`src/rtl/vic_irq_arbiter.sv`:
```
// Vectored interrupt arbiter: rising-edge sources latch into a pending register,
// the lowest enabled pending index is issued as a one-cycle o_IRQ with its vector address.
module vic_irq_arbiter #(
    parameter int          NUM_IRQ    = 8,
    parameter logic [31:0] VEC_BASE   = 32'h0000_0100,
    parameter logic [31:0] VEC_STRIDE = 32'h0000_0010
) (
    input  logic               i_clk,
    input  logic               i_rst,
    input  logic [NUM_IRQ-1:0] i_src,
    input  logic [NUM_IRQ-1:0] i_en,
    input  logic               i_reti,
    input  logic               i_vec_we,
    input  logic [2:0]         i_vec_idx,
    input  logic [31:0]        i_vec_data,
    output logic               o_IRQ,
    output logic [31:0]        o_ISR_addr,
    output logic [2:0]         o_active_id,
    output logic               o_busy,
    output logic [NUM_IRQ-1:0] o_pending
);

    typedef enum logic [1:0] {
        IDLE,
        ISSUE,
        SERVICE
    } state_t;

    state_t             state_q, state_d;
    logic [NUM_IRQ-1:0] src_q;
    logic               armed_q;
    logic [NUM_IRQ-1:0] pending_q, pending_d;
    logic [31:0]        vec_q [NUM_IRQ];
    logic [31:0]        vec_d [NUM_IRQ];
    logic [31:0]        isr_addr_q, isr_addr_d;
    logic [2:0]         active_id_q, active_id_d;

    logic [NUM_IRQ-1:0] edges;
    logic [NUM_IRQ-1:0] eligible;
    logic [NUM_IRQ-1:0] clear_mask;
    logic [2:0]         winner;
    logic               take;

    always_comb begin
        // armed_q masks the first sample after reset so lines already high do not fire
        edges    = i_src & ~src_q & {NUM_IRQ{armed_q}};
        eligible = pending_q & i_en;

        winner = '0;
        for (int k = NUM_IRQ - 1; k >= 0; k--) begin
            if (eligible[k]) begin
                winner = 3'(k);
            end
        end

        take = (|eligible) && ((state_q == IDLE) || ((state_q == SERVICE) && i_reti));

        state_d = state_q;
        case (state_q)
            IDLE:    if (take) state_d = ISSUE;
            ISSUE:   state_d = SERVICE;
            SERVICE: if (i_reti) state_d = take ? ISSUE : IDLE;
            default: state_d = IDLE;
        endcase

        clear_mask  = '0;
        isr_addr_d  = isr_addr_q;
        active_id_d = active_id_q;
        if (take) begin
            clear_mask[winner] = 1'b1;
            isr_addr_d         = vec_q[winner];
            active_id_d        = winner;
        end

        // a fresh edge on the winner re-arms it in the same cycle it is consumed
        pending_d = (pending_q & ~clear_mask) | edges;

        vec_d = vec_q;
        if (i_vec_we) begin
            vec_d[i_vec_idx] = i_vec_data;
        end
    end

    always_ff @(posedge i_clk or posedge i_rst) begin
        if (i_rst) begin
            state_q     <= IDLE;
            src_q       <= '0;
            armed_q     <= 1'b0;
            pending_q   <= '0;
            isr_addr_q  <= '0;
            active_id_q <= '0;
            for (int k = 0; k < NUM_IRQ; k++) begin
                vec_q[k] <= VEC_BASE + VEC_STRIDE * 32'(k);
            end
        end else begin
            state_q     <= state_d;
            src_q       <= i_src;
            armed_q     <= 1'b1;
            pending_q   <= pending_d;
            isr_addr_q  <= isr_addr_d;
            active_id_q <= active_id_d;
            vec_q       <= vec_d;
        end
    end

    assign o_IRQ       = (state_q == ISSUE);
    assign o_busy      = (state_q != IDLE);
    assign o_ISR_addr  = isr_addr_q;
    assign o_active_id = active_id_q;
    assign o_pending   = pending_q;

endmodule

```
`config.mk`:
```
export PLATFORM = sky130hd
export DESIGN_NAME = vic_irq_arbiter
export DESIGN_NICKNAME = d
export VERILOG_FILES = /design/src/rtl/vic_irq_arbiter.sv
export SDC_FILE = /design/constraint.sdc
export NUM_CORES = 1
export LEC_CHECK = 0
export CAP_MARGIN = 30
export CORE_ASPECT_RATIO = 2
export CORE_UTILIZATION = 55
export DETAILED_ROUTE_END_ITERATION = 12
export PLACE_DENSITY = 0.76
export SKIP_LAST_GASP = 1
export SLEW_MARGIN = 20
export SYNTH_ARGS = -nofsm -noshare
export SYNTH_HDL_FRONTEND = slang
export SYNTH_SLANG_ARGS = --single-unit
export TNS_END_PERCENT = 20
```
`constraint.sdc`:
```
create_clock -name i_clk -period 14.52 [get_ports i_clk]
set_input_delay 3.63 -clock i_clk [delete_from_list [all_inputs] [get_ports i_clk]]
set_output_delay 3.63 -clock i_clk [all_outputs]
set_load 0.02 [all_outputs]
```
==> impl_results.md <==
* Synthesized-area fraction occupied by and/or/nand/nor cells at 0.07492
* Vias in the first global route at 9305
* Max-slew violations at 0
* Setup bufs post-CTS at 0
* Die Y at 223.4 um
* Initial Utilization at 0.5634
* CTS tree: done
* Area of the core at about 24000 sq um
* CTS root buf: clkbuf_16
* Worst path arrival time at 6.78 ns
* Top delay family on crit path: buffers and inverters
* H-tree depth at 1
* Synth warn at 0
* CTS Buffer Depth at 3
* IO buf count at 99
* Site Rows at 80
* Worst-Margin Slew at between 0.9 and 1 ns
* Pwr/cell area at 193.5 nW/um^2
* Skew-Pair Late Insertion Delay at 0.55 ns
* Worst path max stage delay at 0.57 ns
* Critical Path Sink Type: flop
* Avg Inst Size Synth at 13.15 sq um
* Routed met1 length at approximately 12000 um
* Gpl congestion at 0.8076
* CTS Hold Bufs at 0
* Layout cell share with drive strength beyond 1 at 0.3321
* Layout net count at 1156
* Main combinational cell family by area after synthesis: multiplexers
* Compound-cell area share of the yosys netlist at 0.09673
* Synth cell types at 41
* Reg2Reg Setup Slack at 11.25 ns
* CTS Sinks at 310
* Routed WL at 32080 um
* Min Hold Slack at 0.4317 ns
* Max Used Layer: met4
* Sequential fraction of the synthesis area at 0.5774
* Via count at about 9k
* Post-Synth Adder-Cell Area at 0
* Crit-path max FO at 52
* Syn_nets at 1080
* Avg WL per Cell at ~23 um
* Initial antenna violation count at 1
* Die Wd at between 100 and 150 um
* Max Clk Rate at around 160 MHz
* Startpoint types: input port
* Layout fillers at 1768
* Die area at 25170 sq um
* Worst-case clock skew at 0.01272 ns
* Flops & latches, synth at between 300 and 400
* Residual DRC count at 0
* Met2 routed WL at 17450 um
* Max_slew headroom at 0.3946
* Crit path buffers/inverters at 3
* Min Tclk post-route at approximately 6.3 ns
* CTS buffer count at 28
* Top Ports at 100
* Final hold violations at 0
* Hpwl dp at 18420 um
* Largest net degree at the start of global routing at 206
* Status: completed
* Area delta synth->final at 16.21%
* Worst min path class: reg -> reg
* Met3 Routed Length at about 1100 um
* WS Path Type: in -> reg
* CP Cell Sequence: clkdlybuf4s50_1 -> a22o_2 -> buf_4 -> or2_4 -> o21ai_4 -> inv_4 -> nand2b_2 -> nor3_1 -> nor3_2
* CP required at 14.95 ns
* Final-report setup violation count at 0
* Pre-antenna DRT Iters at 5
* Peak VDD IR at ~0.12 mV
* Post-CTS sizing at 0
* First-pass GRT wire length at about 51000 um
* Syn Inst Count at 1025
* Antenna-violating nets left at 0
* GR Util All Layers at 0.2666
* Mux cell area share after synthesis at 0.2258
* Reg area at 7782 sq um
* Leakage Power at 6.603 nW
* Setup TNS at 0 ns
* Initial DRC count at 514
* Area of the multi-input gates at ~5400 sq um
* Synthesized area at 13480 sq um
* Clock transition at path regs at 0.07 ns
* Vias per cell at 6.218
* Max cap viols at 0
* Slowest CP cell: nand2b_2
* RSZ-0062 raised after global routing: false
* Post-Synth XOR/XNOR Area at 0
* Final global-route overflow total at 0
* Period utilization at 0.4369
## placed cells by master, fill, tap and decap left out, types with 6 or more instances in the layout
| master | count |
|---|---|
| clkinv_2 | 6 |
| nor3_1 | 55 |
| a22o_1 | 49 |
| mux2i_1 | 16 |
| nand3b_1 | 7 |
| a22oi_1 | 60 |
| a221oi_1 | 8 |
| buf_4 | 16 |
| nand2_1 | 18 |
| mux2_2 | 256 |
| dfrtp_1 | 290 |
| clkbuf_1 | 8 |
| a221o_1 | 8 |
| a21oi_1 | 20 |
| nor2_1 | 77 |
| o21ai_0 | 6 |
| clkbuf_16 | 29 |
| clkdlybuf4s50_1 | 99 |
| nor3_2 | 20 |
| o22ai_1 | 8 |
| dfstp_2 | 20 |
## cell families (layout without fill, tap and decap cells)
logic type	after synthesis	in the layout
other	1	2
buffers and inverters	74	172
multiplexers	272	272
flip-flops	310	310
AND/OR/NAND/NOR	197	197
AO/OA/AOI/OAI	171	171
## cell type report
type,count,area share
Multi-Input combinational cell,641,0.3452
Tap cell,287,0.02293
Clock inverter,10,0.006870
Clock buffer,42,0.05264
Inverter,3,0.001358
Timing Repair Buffer,117,0.07397
Sequential cell,310,0.4969
Antenna cell,1,0.0001598
## state kept, by name (all words and copies together) (netlist names)
signal,count
o_active_id,3
src_q,8
vec_q,256
state_q,2
o_ISR_addr,32
armed_q,1
o_pending,8
## worst register-to-register path, cell delays in order, from the launching register on
cell      delay [ns]
dfrtp_1         0.45
a22o_2          0.29
buf_4           0.33
or2_4           0.39
o21ai_4         0.40
inv_4           0.29
nand2b_2        0.69
nor3_1          0.19
nor3_2          0.15
## synth_stat cells
cell	n	area, sq um
dfrtp_1	290	7257
mux2_2	256	2883
nor2_1	78	292.8
a22oi_1	60	450.4
nor3_1	58	290.3
a22o_1	51	446.7
clkbuf_1	44	165.2
a21oi_1	20	100.1
dfstp_2	20	525.5
nand2_1	18	67.56
nor3_2	17	170.2
mux2i_1	16	160.2
buf_2	14	70.07
a221o_1	8	80.08
a221oi_1	8	70.07
o22ai_1	8	50.05
nand3b_1	7	52.55
buf_1	6	22.52
o21ai_0	6	30.03
o21ai_1	5	25.02
buf_4	4	30.03
buf_6	3	33.78
nand3_1	3	15.01
nand4b_1	3	26.28
nor3b_1	3	22.52
inv_1	2	7.510
nand2b_1	2	12.51
or2_2	2	12.51
a21oi_2	1	8.760
a32oi_1	1	8.760
and2_0	1	6.260
conb_1	1	3.750
inv_4	1	6.260
nand2_4	1	11.26
nand2b_2	1	8.760
nand4_1	1	6.260
nor2b_1	1	6.260
o211a_1	1	10.01
o21a_1	1	7.510
o21ai_4	1	16.27
or2_4	1	8.760
## final timing paths
check,end,startpoint,depth (start not counted)
worst max register to register,o_ISR_addr[3],o_pending[0],8
min in group asynchronous,vec_q[92],i_rst,2
worst max-delay path,o_ISR_addr[3],i_en[0],9
max in group asynchronous,vec_q[117],i_rst,4
worst min-delay path,o_pending[6],src_q[6],1
worst min register to register,o_pending[6],src_q[6],1
## stage by stage
stage               area, sq um  total power, mW  cells  utilization  setup slack, ns
floorplan                 13480            1.938   1025            -            2.350
global placement          14700            2.266   1357       0.6145            7.698
detailed placement        14700            2.298   1357       0.6145            7.599
CTS                       15630            3.047   1409       0.6535            8.205
global route              15660            3.188   1411       0.6547            8.069
finish                    15660            3.031   1411       0.6547            8.176
## power by group
group	total, mW	internal (mW)	switching, mW
Sequential	1.24	1.10	0.142
Clock	0.746	0.429	0.317
Combinational	1.04	0.477	0.567
Total	3.03	2.00	1.03
## metal layers
layer,global-route usage,up-vias
met5,0,-
met3,0.03097,71
li1,-,3907
met1,0.3185,4613
met4,0.1088,0
met2,0.4831,182
(Power assumes the default switching activity.)
